<file path="src/rtl/load_seq_pkg.sv">
// Shared definitions for the load sequencer slice.
//   seq_state_e : sequencer FSM states (2-bit encoding)
//   DEF_*       : default WIDTH / DEPTH / GAP parameter values
//   LEVEL_W()   : width of a FIFO occupancy count, log2(depth)+1
package load_seq_pkg;

   typedef enum logic [1:0] {
      IDLE  = 2'd0,
      ISSUE = 2'd1,
      CHECK = 2'd2,
      WAIT  = 2'd3
   } seq_state_e;

   localparam int unsigned DEF_WIDTH = 4;
   localparam int unsigned DEF_DEPTH = 4;
   localparam int unsigned DEF_GAP   = 1;

   function automatic int unsigned LEVEL_W(input int unsigned depth);
      return $clog2(depth) + 1;
   endfunction

endpackage

</file>
<file path="src/rtl/sync_fifo.sv">
// Synchronous first-word-fall-through FIFO.
//   clk     : clock, all state on posedge
//   Rst     : synchronous active-high reset, empties the FIFO
//   wr_en   : write request, ignored while full
//   wr_data : write data
//   rd_en   : read (pop) request, ignored while empty
//   rd_data : head entry, valid whenever empty is low
//   full    : no free entries
//   empty   : no stored entries
//   level   : current occupancy
module sync_fifo
   import load_seq_pkg::*;
#(
   parameter int unsigned WIDTH = DEF_WIDTH,
   parameter int unsigned DEPTH = DEF_DEPTH
) (
   input  logic                        clk,
   input  logic                        Rst,
   input  logic                        wr_en,
   input  logic [WIDTH-1:0]            wr_data,
   input  logic                        rd_en,
   output logic [WIDTH-1:0]            rd_data,
   output logic                        full,
   output logic                        empty,
   output logic [LEVEL_W(DEPTH)-1:0]   level
);

   localparam int unsigned AW = $clog2(DEPTH);
   localparam int unsigned LW = LEVEL_W(DEPTH);
   localparam logic [AW:0] PTR_ONE = 1;

   logic [WIDTH-1:0] mem_q [DEPTH];
   // Pointers carry one extra bit so equal addresses with differing MSBs
   // mean full rather than empty.
   logic [AW:0]      wr_ptr_q;
   logic [AW:0]      rd_ptr_q;
   logic             push;
   logic             pop;

   assign level   = wr_ptr_q - rd_ptr_q;
   assign full    = (level == LW'(DEPTH));
   assign empty   = (wr_ptr_q == rd_ptr_q);
   assign push    = wr_en && !full;
   assign pop     = rd_en && !empty;
   assign rd_data = mem_q[rd_ptr_q[AW-1:0]];

   always_ff @(posedge clk) begin
      if (push) begin
         mem_q[wr_ptr_q[AW-1:0]] <= wr_data;
      end
   end

   always_ff @(posedge clk) begin
      if (Rst) begin
         wr_ptr_q <= '0;
         rd_ptr_q <= '0;
      end else begin
         if (push) begin
            wr_ptr_q <= wr_ptr_q + PTR_ONE;
         end
         if (pop) begin
            rd_ptr_q <= rd_ptr_q + PTR_ONE;
         end
      end
   end

endmodule

</file>
<file path="src/rtl/load_sequencer.sv">
// Command stage feeding a loadable counter: buffers load values, issues
// each as a one-cycle ld_en pulse with at least GAP idle cycles between
// pulses, and checks the counter output the cycle after each pulse.
//   clk       : clock, all state on posedge
//   Rst       : synchronous active-high reset
//   req_valid : request carries a load value
//   req_data  : load value
//   req_ready : FIFO can accept (not full)
//   ld_en     : registered load strobe to the counter
//   load      : registered load value, held until the next issue
//   count_in  : counter output, compared in CHECK
//   err_clr   : clears load_err (a same-cycle mismatch takes priority)
//   load_err  : sticky registered mismatch flag
//   busy      : FIFO non-empty or FSM not idle
//   level     : FIFO occupancy
module load_sequencer
   import load_seq_pkg::*;
#(
   parameter int unsigned WIDTH = DEF_WIDTH,
   parameter int unsigned DEPTH = DEF_DEPTH,
   parameter int unsigned GAP   = DEF_GAP
) (
   input  logic                        clk,
   input  logic                        Rst,
   input  logic                        req_valid,
   input  logic [WIDTH-1:0]            req_data,
   output logic                        req_ready,
   output logic                        ld_en,
   output logic [WIDTH-1:0]            load,
   input  logic [WIDTH-1:0]            count_in,
   input  logic                        err_clr,
   output logic                        load_err,
   output logic                        busy,
   output logic [LEVEL_W(DEPTH)-1:0]   level
);

   localparam int unsigned GW = $clog2(GAP + 1);
   // WAIT spans GAP-1 cycles; CHECK supplies the first idle cycle.
   localparam logic [GW-1:0] GAP_INIT = (GAP > 1) ? GW'(GAP - 2) : '0;
   localparam logic [GW-1:0] GAP_ONE  = 1;

   seq_state_e       state_q;
   logic             ld_en_q;
   logic [WIDTH-1:0] load_q;
   logic             load_err_q;
   logic [GW-1:0]    gap_cnt_q;

   logic             fifo_full;
   logic             fifo_empty;
   logic [WIDTH-1:0] fifo_rdata;
   logic             pop;

   sync_fifo #(
      .WIDTH (WIDTH),
      .DEPTH (DEPTH)
   ) u_fifo (
      .clk     (clk),
      .Rst     (Rst),
      .wr_en   (req_valid),
      .wr_data (req_data),
      .rd_en   (pop),
      .rd_data (fifo_rdata),
      .full    (fifo_full),
      .empty   (fifo_empty),
      .level   (level)
   );

   assign req_ready = !fifo_full;
   assign busy      = !fifo_empty || (state_q != IDLE);
   assign ld_en     = ld_en_q;
   assign load      = load_q;
   assign load_err  = load_err_q;

   always_comb begin
      pop = 1'b0;
      unique case (state_q)
         IDLE:    pop = !fifo_empty;
         CHECK:   pop = (GAP == 1) && !fifo_empty;
         WAIT:    pop = (gap_cnt_q == '0) && !fifo_empty;
         default: pop = 1'b0;
      endcase
   end

   always_ff @(posedge clk) begin
      if (Rst) begin
         state_q    <= IDLE;
         ld_en_q    <= 1'b0;
         load_q     <= '0;
         load_err_q <= 1'b0;
         gap_cnt_q  <= '0;
      end else begin
         ld_en_q <= 1'b0;
         if (pop) begin
            load_q  <= fifo_rdata;
            ld_en_q <= 1'b1;
         end

         if ((state_q == CHECK) && (count_in != load_q)) begin
            load_err_q <= 1'b1;
         end else if (err_clr) begin
            load_err_q <= 1'b0;
         end

         unique case (state_q)
            IDLE: begin
               if (pop) begin
                  state_q <= ISSUE;
               end
            end
            ISSUE: begin
               state_q <= CHECK;
            end
            CHECK: begin
               if (pop) begin
                  state_q <= ISSUE;
               end else if (GAP > 1) begin
                  state_q   <= WAIT;
                  gap_cnt_q <= GAP_INIT;
               end else begin
                  state_q <= IDLE;
               end
            end
            WAIT: begin
               if (gap_cnt_q == '0) begin
                  state_q <= pop ? ISSUE : IDLE;
               end else begin
                  gap_cnt_q <= gap_cnt_q - GAP_ONE;
               end
            end
            default: state_q <= IDLE;
         endcase
      end
   end

endmodule

</file>
<file path="config.mk">
export PLATFORM = sky130hd
export DESIGN_NAME = load_sequencer
export DESIGN_NICKNAME = d
export VERILOG_FILES = /design/src/rtl/load_seq_pkg.sv /design/src/rtl/sync_fifo.sv /design/src/rtl/load_sequencer.sv
export SDC_FILE = /design/constraint.sdc
export NUM_CORES = 1
export LEC_CHECK = 0
export CORE_MARGIN = 2
export CORE_UTILIZATION = 46
export CTS_BUF_LIST = sky130_fd_sc_hd__clkbuf_8 sky130_fd_sc_hd__clkbuf_16
export CTS_CLUSTER_SIZE = 16
export DETAILED_ROUTE_END_ITERATION = 10
export PLACE_DENSITY = 0.72
export SLEW_MARGIN = 20
export SYNTH_ARGS = -nofsm -noshare
export SYNTH_HDL_FRONTEND = slang
export SYNTH_SLANG_ARGS = --single-unit
</file>
<file path="constraint.sdc">
create_clock -name clk -period 2 [get_ports clk]
set_clock_uncertainty 0.1 [all_clocks]
set_input_delay 0.6 -clock clk [delete_from_list [all_inputs] [get_ports clk]]
set_output_delay 0.6 -clock clk [all_outputs]
set_load 0.05 [all_outputs]
</file>
==> impl_metrics.py, run 1 <==
metrics = {
    "global_route": {
        "grt_usage": 0.183,
        "grt_max_degree": 15,
        "first_global_vias": 933,
        "grt_remaining_overflow": 0,
        "grt_first_pass_wirelength_mm": 4.31,
        "antenna_found_initial": 0,
    },
    "final_layout": {
        "stdcell_count": 176,
        "final_area_um2": 1940,
        "diodes": 0,
        "drive_above_1_share": 0.434,
        "multiInputGateArea_um2": 592,
        "area_growth_pct": 47.0,
        "fillCellCount": 192,
        "postLayoutCoreUtil": 0.710,
        "fin_nets": 164,
        "ff_latch_area_um2": 767,
    },
    "synth": {
        "yosysTopAreaCellShare": 0.364,
        "ys_types": 24,
        "synthesis.area_um2": 1320,
        "synth_area_leaders": "edfxtp_1, dfxtp_1, mux4_2",
        "post-synth-top-area-cell": "edfxtp_1",
        "synthCells": 95,
        "seq_area_frac_synth": 0.576,
        "yosys_warnings": 0,
        "synth.net_count": 115,
        "syn_avg_cell_area_um2": 13.9,
        "ys_seq_elements": 30,
    },
    "clock_tree": {
        "clkTransAtPathRegs_ns": 0.06,
        "ctsHtreeMaxLevel": 2,
        "clock_latency_ns": 0.28,
        "cts.sinks": 30,
        "cts_buffer_depth": 2,
        "cts_tree": "yes",
        "cts_buffers": 5,
        "cts_root_buf": "clkbuf_8",
        "ctsHoldBuffers": 0,
    },
    "power_and_ir_drop": {
        "vdd_drop_max_mv": 2.27,
        "p_switching_w": 0.00151,
        "p_clk_frac": 0.120,
        "switching_share": 0.400,
        "seqPwrFrac": 0.237,
        "p_int_w": 0.00227,
        "power.density_nw_per_um2": 1940,
        "comb_power_share": 0.644,
        "leakage_nw": 0.796,
    },
    "sta": {
        "final-hold-violation-count": 0,
        "maxSlewHeadroom": 0.796,
        "fin_ws_ns": -0.500,
        "fin_crit_sh": 1.25,
        "drv_slew": 0,
        "period_needed_ns": 2.50,
        "finalSetupViolations": 23,
        "rsz0062_at_grt": "yes",
        "worst_pin_slew_ns": 0.305,
        "fin_hold_ws_ns": 0.378,
        "timing.fmax_mhz": 400,
        "setup_tns_ns": -7.99,
    },
    "detailed_routing": {
        "wirelength_mm": 2.67,
        "drt-vias-per-instance": 5.10,
        "wl_per_cell_um": 15.2,
        "first_iter_violations": 48,
        "ant_nets": 0,
        "first_pass_iters": 3,
        "num_vias": 897,
        "drc": 0,
    },
    "min_path": {
        "hold_depth": 2,
        "min_from": "load_err",
        "hold_path.class": "flip-flop to flip-flop",
    },
    "die": {
        "pin_count": 23,
        "start_util": 0.483,
        "fp-row-count": 19,
        "die_y_um": 57.6,
        "fp.dieW_um": 57.6,
        "coreArea_um2": 2730,
        "die_area_um2": 3320,
    },
    "critical_path": {
        "worstPathRequired_ns": 1.30,
        "crit_start": "u_fifo.wr_ptr_q[0]",
        "reg2reg_depth": 8,
        "critPathLaunchType": "flip-flop",
        "endpoint_kind": "primary output",
        "reg2reg_from": "u_fifo.wr_ptr_q[0]",
        "crit_arrival_ns": 1.80,
        "critical_path_class": "flip-flop to primary output",
        "critPathMaxFanout": 4,
    },
    "place": {
        "dp_cells": 159,
        "portBuffers": 22,
        "place_area_um2": 1740,
        "gp_congestion": 0.725,
        "dp_hpwl_mm": 1.83,
    },
    "status": {
        "violations": "negative setup slack",
        "status": "complete, but fails checks",
    },
    "flow_run": {
        "max_cap_viol_count": 0,
    },
}
[kinds of logic (layout without fill, tap and decap cells)]
family	count (synthesis)	in the layout	share of synthesized area
muxes	10	10	0.114
DFF	30	30	0.576
and+or+nand+nor	24	24	0.0862
AOI/OAI and AO/OA	5	5	0.0417
adders and majority gates	8	8	0.0814
xor gates and xnor gates	10	10	0.0786
buffers and inverters	8	58	0.0227
[registers in the layout, summed over array words and instances (netlist names)]
| signal | flops |
|---|---|
| ld_en | 1 |
| u_fifo.wr_ptr_q | 3 |
| u_fifo.mem_q | 16 |
| state_q | 2 |
| load | 4 |
| u_fifo.rd_ptr_q | 3 |
| load_err | 1 |
[critical path, stage by stage (launching register included)]
cell and delay, ns:
dfxtp_2 0.34, inv_2 0.06, ha_4 0.15, fa_2 0.33, xor3_4 0.38, nand3_4 0.12, buf_12 0.13
[worst paths after layout]
| kind | end | slack, ns |
|---|---|---|
| worst max-delay path | req_ready | -0.50 |
| worst min register to register | load_err | 0.38 |
| worst max register to register | u_fifo.mem_q[0][1] | -0.38 |
| worst min-delay path | load_err | 0.38 |
[area by class of cell]
class | count | share of cell area
inverter | 6 | 0.0129
sequential | 30 | 0.395
multi-input combinational | 57 | 0.305
clock inverter | 3 | 0.00644
clock buffer | 5 | 0.0354
timing repair buffer | 44 | 0.226
tap | 31 | 0.0200
[stage by stage]
stage | setup slack (ns) | power, W
6_report | -0.500 | 0.00377
5_1_grt | -0.531 | 0.00398
3_3_place_gp | -0.170 | 0.00289
2_1_floorplan | -0.258 | 0.00218
3_5_place_dp | -0.192 | 0.00295
4_1_cts | -0.471 | 0.00372
[Yosys cell counts]
master    instances
o211ai_1          1
fa_1              1
nand2b_1          2
nand3_1           1
nand4_1           1
nand2_1           2
a31oi_2           1
a21oi_1           1
mux2i_1           6
o21ai_2           1
xnor2_1           6
a31oi_4           1
or4_1             1
nor2_1           13
ha_1              7
and2_1            3
xor2_1            3
edfxtp_1         16
dfxtp_1          14
clkbuf_1          2
xor3_2            1
mux4_2            4
inv_1             6
nand3b_1          1
[what timing repair did]
item	in CTS	in global routing
pin swaps	4	3
gates resized for setup	14	6
setup endpoints to repair	23	24
buffers inserted	7	4
[power groups by stage]
| stage | registers [W] | logic [W] | clock network (W) |
|---|---|---|---|
| after detailed placement | 0.000888 | 0.00206 | 0 |
| after floorplan | 0.000995 | 0.00118 | 0 |
| after global placement | 0.000881 | 0.00201 | 0 |
| after global routing | 0.000911 | 0.00258 | 0.000489 |
| after CTS | 0.000885 | 0.00237 | 0.000456 |
| final | 0.000894 | 0.00243 | 0.000451 |
[cells in the final DEF, fill, tap and decap left out, types with 2 or more instances in the layout]
cell type and instances:
mux2i_1 6, dfxtp_1 11, and2_4 3, edfxtp_1 16, inv_2 3, buf_12 4
ha_4 2, buf_6 6, nand2b_1 2, inv_1 3, xor2_1 3, clkdlybuf4s50_1 11
mux4_2 4, clkbuf_8 5, ha_1 5, buf_4 22, nor2_1 13, xnor2_1 6
dfxtp_2 2
[layer usage]
metal | part of all wire | track usage | routed length, um
met1 | 0.41 | 0.203 | 1090
met2 | 0.52 | 0.313 | 1390
met3 | 0.059 | 0.0726 | 157
met4 | 0.013 | 0.0698 | 36
met5 | 0 | 0 | 0
Power figures use the tool's default switching activity.
==> run 2, diff against run 1 <==
Settings changed: CELL_PAD_IN_SITES_DETAIL_PLACEMENT from default to 0, CELL_PAD_IN_SITES_GLOBAL_PLACEMENT from default to 1, CORE_UTILIZATION 46 to 37, PLACE_DENSITY 0.72 to 0.71.
==> run 2 against run 1 <==
Against the previous run: critical path type unchanged; final area about the same; largest cell class unchanged; critical endpoint unchanged; clock power down 3%; via count down 4.8%; hold slack worse by 0.0039 ns; routed wire length down 7.9%; the run still ends with negative setup slack left.
==> impl_metrics.py, run 2 (synthesis gave the netlist of run 1 again) <==
metrics = {
    "place": {
        "dp_cells": 176,
        "place_area_um2": 1770,
        "dp_hpwl_mm": 1.84,
        "gp_congestion": 0.727,
        "portBuffers": 22,
    },
    "global_route": {
        "grt_first_pass_wirelength_mm": 4.12,
        "antenna_found_initial": 0,
        "grt_max_degree": 15,
        "grt_usage": 0.138,
        "grt_remaining_overflow": 0,
        "first_global_vias": 872,
    },
    "sta": {
        "timing.fmax_mhz": 406,
        "fin_ws_ns": -0.463,
        "finalSetupViolations": 23,
        "worst_pin_slew_ns": 0.283,
        "rsz0062_at_grt": "yes",
        "period_needed_ns": 2.46,
        "final-hold-violation-count": 0,
        "setup_tns_ns": -6.58,
        "fin_crit_sh": 1.23,
        "drv_slew": 0,
        "maxSlewHeadroom": 0.811,
    },
    "final_layout": {
        "postLayoutCoreUtil": 0.573,
        "area_growth_pct": 46.9,
        "final_common_cell": "buf_4",
        "drive_above_1_share": 0.415,
        "largest_register_ff_count": 16,
        "final_cell_mix": "buf_4, edfxtp_1, nor2_1, clkdlybuf4s50_1, dfxtp_1",
        "fin_nets": 161,
        "stdcell_count": 188,
        "final_area_um2": 1940,
        "diodes": 0,
    },
    "power_and_ir_drop": {
        "vdd_drop_max_mv": 0.802,
        "power.density_nw_per_um2": 1910,
        "comb_power_share": 0.644,
        "p_clk_frac": 0.118,
        "seqPwrFrac": 0.238,
        "switching_share": 0.399,
        "leakage_nw": 0.779,
        "p_int_w": 0.00223,
        "p_switching_w": 0.00148,
    },
    "clock_tree": {
        "clkTransAtPathRegs_ns": 0.06,
        "cts_tree": "yes",
        "clock_latency_ns": 0.27,
        "cts.sinks": 30,
        "cts_buffer_depth": 2,
        "cts_root_buf": "clkbuf_8",
        "cts_buffers": 5,
        "ctsHtreeMaxLevel": 2,
    },
    "detailed_routing": {
        "wl_per_cell_um": 13.1,
        "drc": 0,
        "drt-vias-per-instance": 4.54,
        "first_pass_iters": 4,
        "first_iter_violations": 30,
        "wirelength_mm": 2.46,
        "ant_nets": 0,
        "num_vias": 854,
    },
    "status": {
        "violations": "negative setup slack",
        "status": "complete, but fails checks",
    },
    "die": {
        "fp.dieW_um": 63.8,
        "pin_count": 23,
        "die_y_um": 63.8,
        "die_area_um2": 4060,
        "fp-row-count": 21,
        "start_util": 0.390,
        "coreArea_um2": 3390,
    },
    "critical_path": {
        "critPathLaunchType": "flip-flop",
        "crit_arrival_ns": 1.76,
        "reg2reg_from": "u_fifo.wr_ptr_q[0]",
        "path_cells": "inv_2 -> ha_4 -> fa_2 -> xor3_4 -> nand3_4 -> buf_12",
        "critical_path_class": "flip-flop to primary output",
        "critPathMaxFanout": 4,
        "slowest_delay_ns": 0.38,
        "path_delay_family": "adder cells",
        "endpoint_kind": "primary output",
        "reg2reg_depth": 8,
        "crit_slowest_cell": "xor3_4",
        "worstPathRequired_ns": 1.30,
        "worst_r2r_endpoint": "u_fifo.mem_q[0][0]",
        "critical_path_buf_inv_count": 2,
        "r2r_setup_slack_ns": -0.35,
    },
    "min_path": {
        "hold_end": "load_err",
        "hold_path.class": "flip-flop to flip-flop",
        "hold_depth": 2,
        "min_from": "load_err",
    },
    "flow_run": {
        "max_cap_viol_count": 0,
    },
}
==> run 2: changes by cell type in the layout (fill, tap and decap cells not counted), sizes merged <==
| cell | before | now |
|---|---|---|
| buf | 33 | 30 |
==> run 2: worst reg2reg max path, cell delays in order, from the launching register on <==
cell and delay, ns:
dfxtp_2 0.33, inv_2 0.05, ha_4 0.15, fa_2 0.32
xor3_4 0.38, buf_4 0.17, buf_6 0.11, a31oi_4 0.22
and2_4 0.23
==> run 2: how the worst max path moves through the flow <==
stage / end / from / slack [ns] / cells after the start
floorplan: req_ready / u_fifo.wr_ptr_q[0] / -0.26 / 5
global placement: req_ready / u_fifo.wr_ptr_q[0] / -0.16 / 6
detailed placement: req_ready / u_fifo.wr_ptr_q[0] / -0.19 / 6
CTS: req_ready / u_fifo.wr_ptr_q[0] / -0.47 / 6
global route: req_ready / u_fifo.wr_ptr_q[0] / -0.53 / 6
finish: req_ready / u_fifo.wr_ptr_q[0] / -0.46 / 6
==> run 2: layer usage <==
layer	global-route usage	up-vias	wire length [um]	share of wire
met4	0.0489	0	15	0.0061
met1	0.154	412	1080	0.44
li1	-	421	-	-
met5	0	-	0	0
met2	0.239	19	1270	0.52
met3	0.0511	2	98	0.040
==> run 2: repair_timing <==
action / 4_1_cts / 5_1_grt
pin swaps: 2 / 4
setup buffers: 1 / 3
setup endpoints to repair: 22 / 24
gates cloned: 0 / 0
resized for setup: 3 / 13
hold buffers: 0 / 0
==> run 2: power groups by stage <==
stage	combinational (W)	sequential [W]	clock [W]
finish	0.00239	0.000884	0.000437
global placement	0.00208	0.000880	0
global route	0.00254	0.000902	0.000480
CTS	0.00216	0.000878	0.000449
floorplan	0.00118	0.000995	0
detailed placement	0.00211	0.000890	0
==> run 2: area by class of cell <==
cell class	count	area (um^2)
clock buffers	5	68.8
clock inverters	3	12.5
fillers	277	1450
inverters	6	22.5
multi-input cells	57	601
flip-flops and latches	30	767
well taps	46	57.6
repair buffers	41	412
==> run 2: metrics by stage <==
| stage | hold WS [ns] | power [W] | worst slack (ns) |
|---|---|---|---|
| global placement | 0.361 | 0.00296 | -0.165 |
| CTS | 0.386 | 0.00349 | -0.470 |
| global route | 0.422 | 0.00393 | -0.526 |
| finish | 0.375 | 0.00371 | -0.463 |
| floorplan | 0.362 | 0.00218 | -0.258 |
| detailed placement | 0.375 | 0.00300 | -0.186 |
==> run 3, diff against run 2 <==
Settings changed: CAP_MARGIN from default to 25, CORE_UTILIZATION 37 to 42, GPL_TIMING_DRIVEN from default to 0, PLACE_DENSITY 0.71 to 0.76.
Clock period 2 ns to 2.5 ns, I/O delays scaled along.
==> run 3 against run 2 <==
Against the previous run: highest routed layer unchanged; critical path type unchanged; global-route usage grew 0.45 points; the run still ends with negative setup slack left; final area down 8.1%; sequential power decreased by 20%.
==> impl_metrics.py, run 3 (synthesis gave the netlist of run 1 again) <==
metrics = {
    "clock_tree": {
        "cts_root_buf": "clkbuf_8",
        "cts_tree": "yes",
        "cts_buffers": 5,
        "ctsHoldBuffers": 0,
        "clkTransAtPathRegs_ns": 0.06,
        "cts.sinks": 30,
        "ctsHtreeMaxLevel": 2,
        "clock_latency_ns": 0.27,
        "cts_buffer_depth": 2,
    },
    "critical_path": {
        "path_cells": "inv_2 -> ha_4 -> fa_2 -> xor3_4 -> nand3_4 -> buf_8",
        "critPathLaunchType": "flip-flop",
        "critical_path_class": "flip-flop to primary output",
        "slowest_delay_ns": 0.36,
        "critical_path_buf_inv_count": 2,
        "critPathMaxFanout": 3,
        "path_delay_family": "adder cells",
        "endpoint_kind": "primary output",
        "crit_slowest_cell": "xor3_4",
        "crit_arrival_ns": 1.75,
        "worstPathRequired_ns": 1.65,
    },
    "die": {
        "coreArea_um2": 3030,
        "die_area_um2": 3610,
        "start_util": 0.436,
        "fp-row-count": 20,
        "die_y_um": 60.1,
        "fp.dieW_um": 60.1,
        "pin_count": 23,
    },
    "sta": {
        "period_needed_ns": 2.60,
        "timing.fmax_mhz": 384,
        "rsz0062_at_grt": "yes",
        "worst_pin_slew_ns": 0.504,
        "maxSlewHeadroom": 0.664,
        "fin_ws_ns": -0.104,
        "final-hold-violation-count": 0,
        "finalSetupViolations": 2,
        "drv_slew": 0,
        "fin_hold_ws_ns": 0.367,
        "fin_crit_sh": 1.04,
    },
    "global_route": {
        "antenna_found_initial": 0,
        "grt_max_degree": 11,
        "first_global_vias": 803,
        "grt_first_pass_wirelength_mm": 3.54,
        "grt_usage": 0.142,
        "grt_remaining_overflow": 0,
    },
    "min_path": {
        "hold_path.class": "flip-flop to flip-flop",
    },
    "detailed_routing": {
        "dr_wl_met3_um": 104,
        "drt-vias-per-instance": 4.65,
        "highest_layer": "met4",
        "first_iter_violations": 10,
        "drt-met1-wl_um": 951,
        "first_pass_iters": 2,
        "wl_per_cell_um": 12.6,
        "drc": 0,
        "ant_nets": 0,
        "wirelength_mm": 2.21,
        "num_vias": 814,
        "wl_met2_mm": 1.14,
    },
    "place": {
        "pre_cts_slack_ns": -0.702,
        "dp_hpwl_mm": 1.62,
        "place_area_um2": 1610,
        "dp_cells": 161,
        "gp_congestion": 0.702,
        "portBuffers": 22,
    },
    "final_layout": {
        "fillCellCount": 247,
        "fin_nets": 150,
        "final_area_um2": 1780,
        "multiInputGateArea_um2": 567,
        "final_cell_mix": "clkdlybuf4s50_1, edfxtp_1, nor2_1, dfxtp_1",
        "ff_latch_area_um2": 767,
        "stdcell_count": 175,
        "final_common_cell": "clkdlybuf4s50_1",
        "largest_register_ff_count": 16,
        "diodes": 0,
        "area_growth_pct": 35.0,
        "drive_above_1_share": 0.260,
    },
    "status": {
        "status": "complete, but fails checks",
        "violations": "negative setup slack",
    },
    "power_and_ir_drop": {
        "vdd_drop_max_mv": 0.745,
        "power.density_nw_per_um2": 1430,
        "leakage_nw": 0.690,
    },
    "flow_run": {
        "max_cap_viol_count": 0,
    },
}
-- run 3: cell types whose count changed in the layout (fill, tap and decap cells not counted), moves of 3 or more --
| cell | before | now |
|---|---|---|
| clkdlybuf4s50_1 | 11 | 17 |
| and2_4 | 3 | 0 |
| and2_1 | 0 | 3 |
| buf_4 | 20 | 6 |
| buf_12 | 4 | 0 |
-- run 3: layout make-up --
type / count / area share
buffer: 2 / 0.00421
clock buffer: 6 / 0.0463
clock inverter: 2 / 0.00491
inverter: 6 / 0.0126
multi-input combinational: 57 / 0.318
sequential: 30 / 0.430
tap: 44 / 0.0309
timing repair buffer: 28 / 0.154
-- run 3: stage by stage --
step | utilization | setup TNS, ns | total power [W]
5_1_grt | 0.589 | -0.252 | 0.00270
4_1_cts | 0.586 | -0.160 | 0.00253
2_1_floorplan | - | -0.0414 | 0.00167
3_5_place_dp | 0.532 | -2.43 | 0.00201
3_3_place_gp | 0.532 | -2.40 | 0.00198
6_report | 0.589 | -0.129 | 0.00255
-- run 3: power breakdown --
| group | switching [W] | total, W | internal (W) |
|---|---|---|---|
| combinational | 0.000834 | 0.00146 | 0.000624 |
| clock | 0.000163 | 0.000380 | 0.000217 |
| sequential | 0.0000626 | 0.000709 | 0.000646 |
-- run 3: worst min-delay path: stages (launching register included) --
cell and delay (ns):
dfxtp_1 0.31, nand2b_1 0.06, a21oi_1 0.05
-- run 3: repair_timing --
item,CTS,global route
pin swaps,1,0
buffers inserted,6,0
resized for setup,37,5
setup endpoints to repair,5,5
-- run 3: metal layers --
metal	track usage	up-vias
met1	0.158	390
met3	0.0455	2
met5	0	-
li1	-	404
met2	0.255	18
met4	0.0476	0
-- run 3: final timing paths --
check	from	to	slack (ns)	cells after the start
worst max-delay path	u_fifo.wr_ptr_q[0]	req_ready	-0.10	6
worst min-delay path	load_err	load_err	0.37	2
worst max register to register	u_fifo.wr_ptr_q[0]	u_fifo.mem_q[1][0]	0.17	7
worst min register to register	load_err	load_err	0.37	2
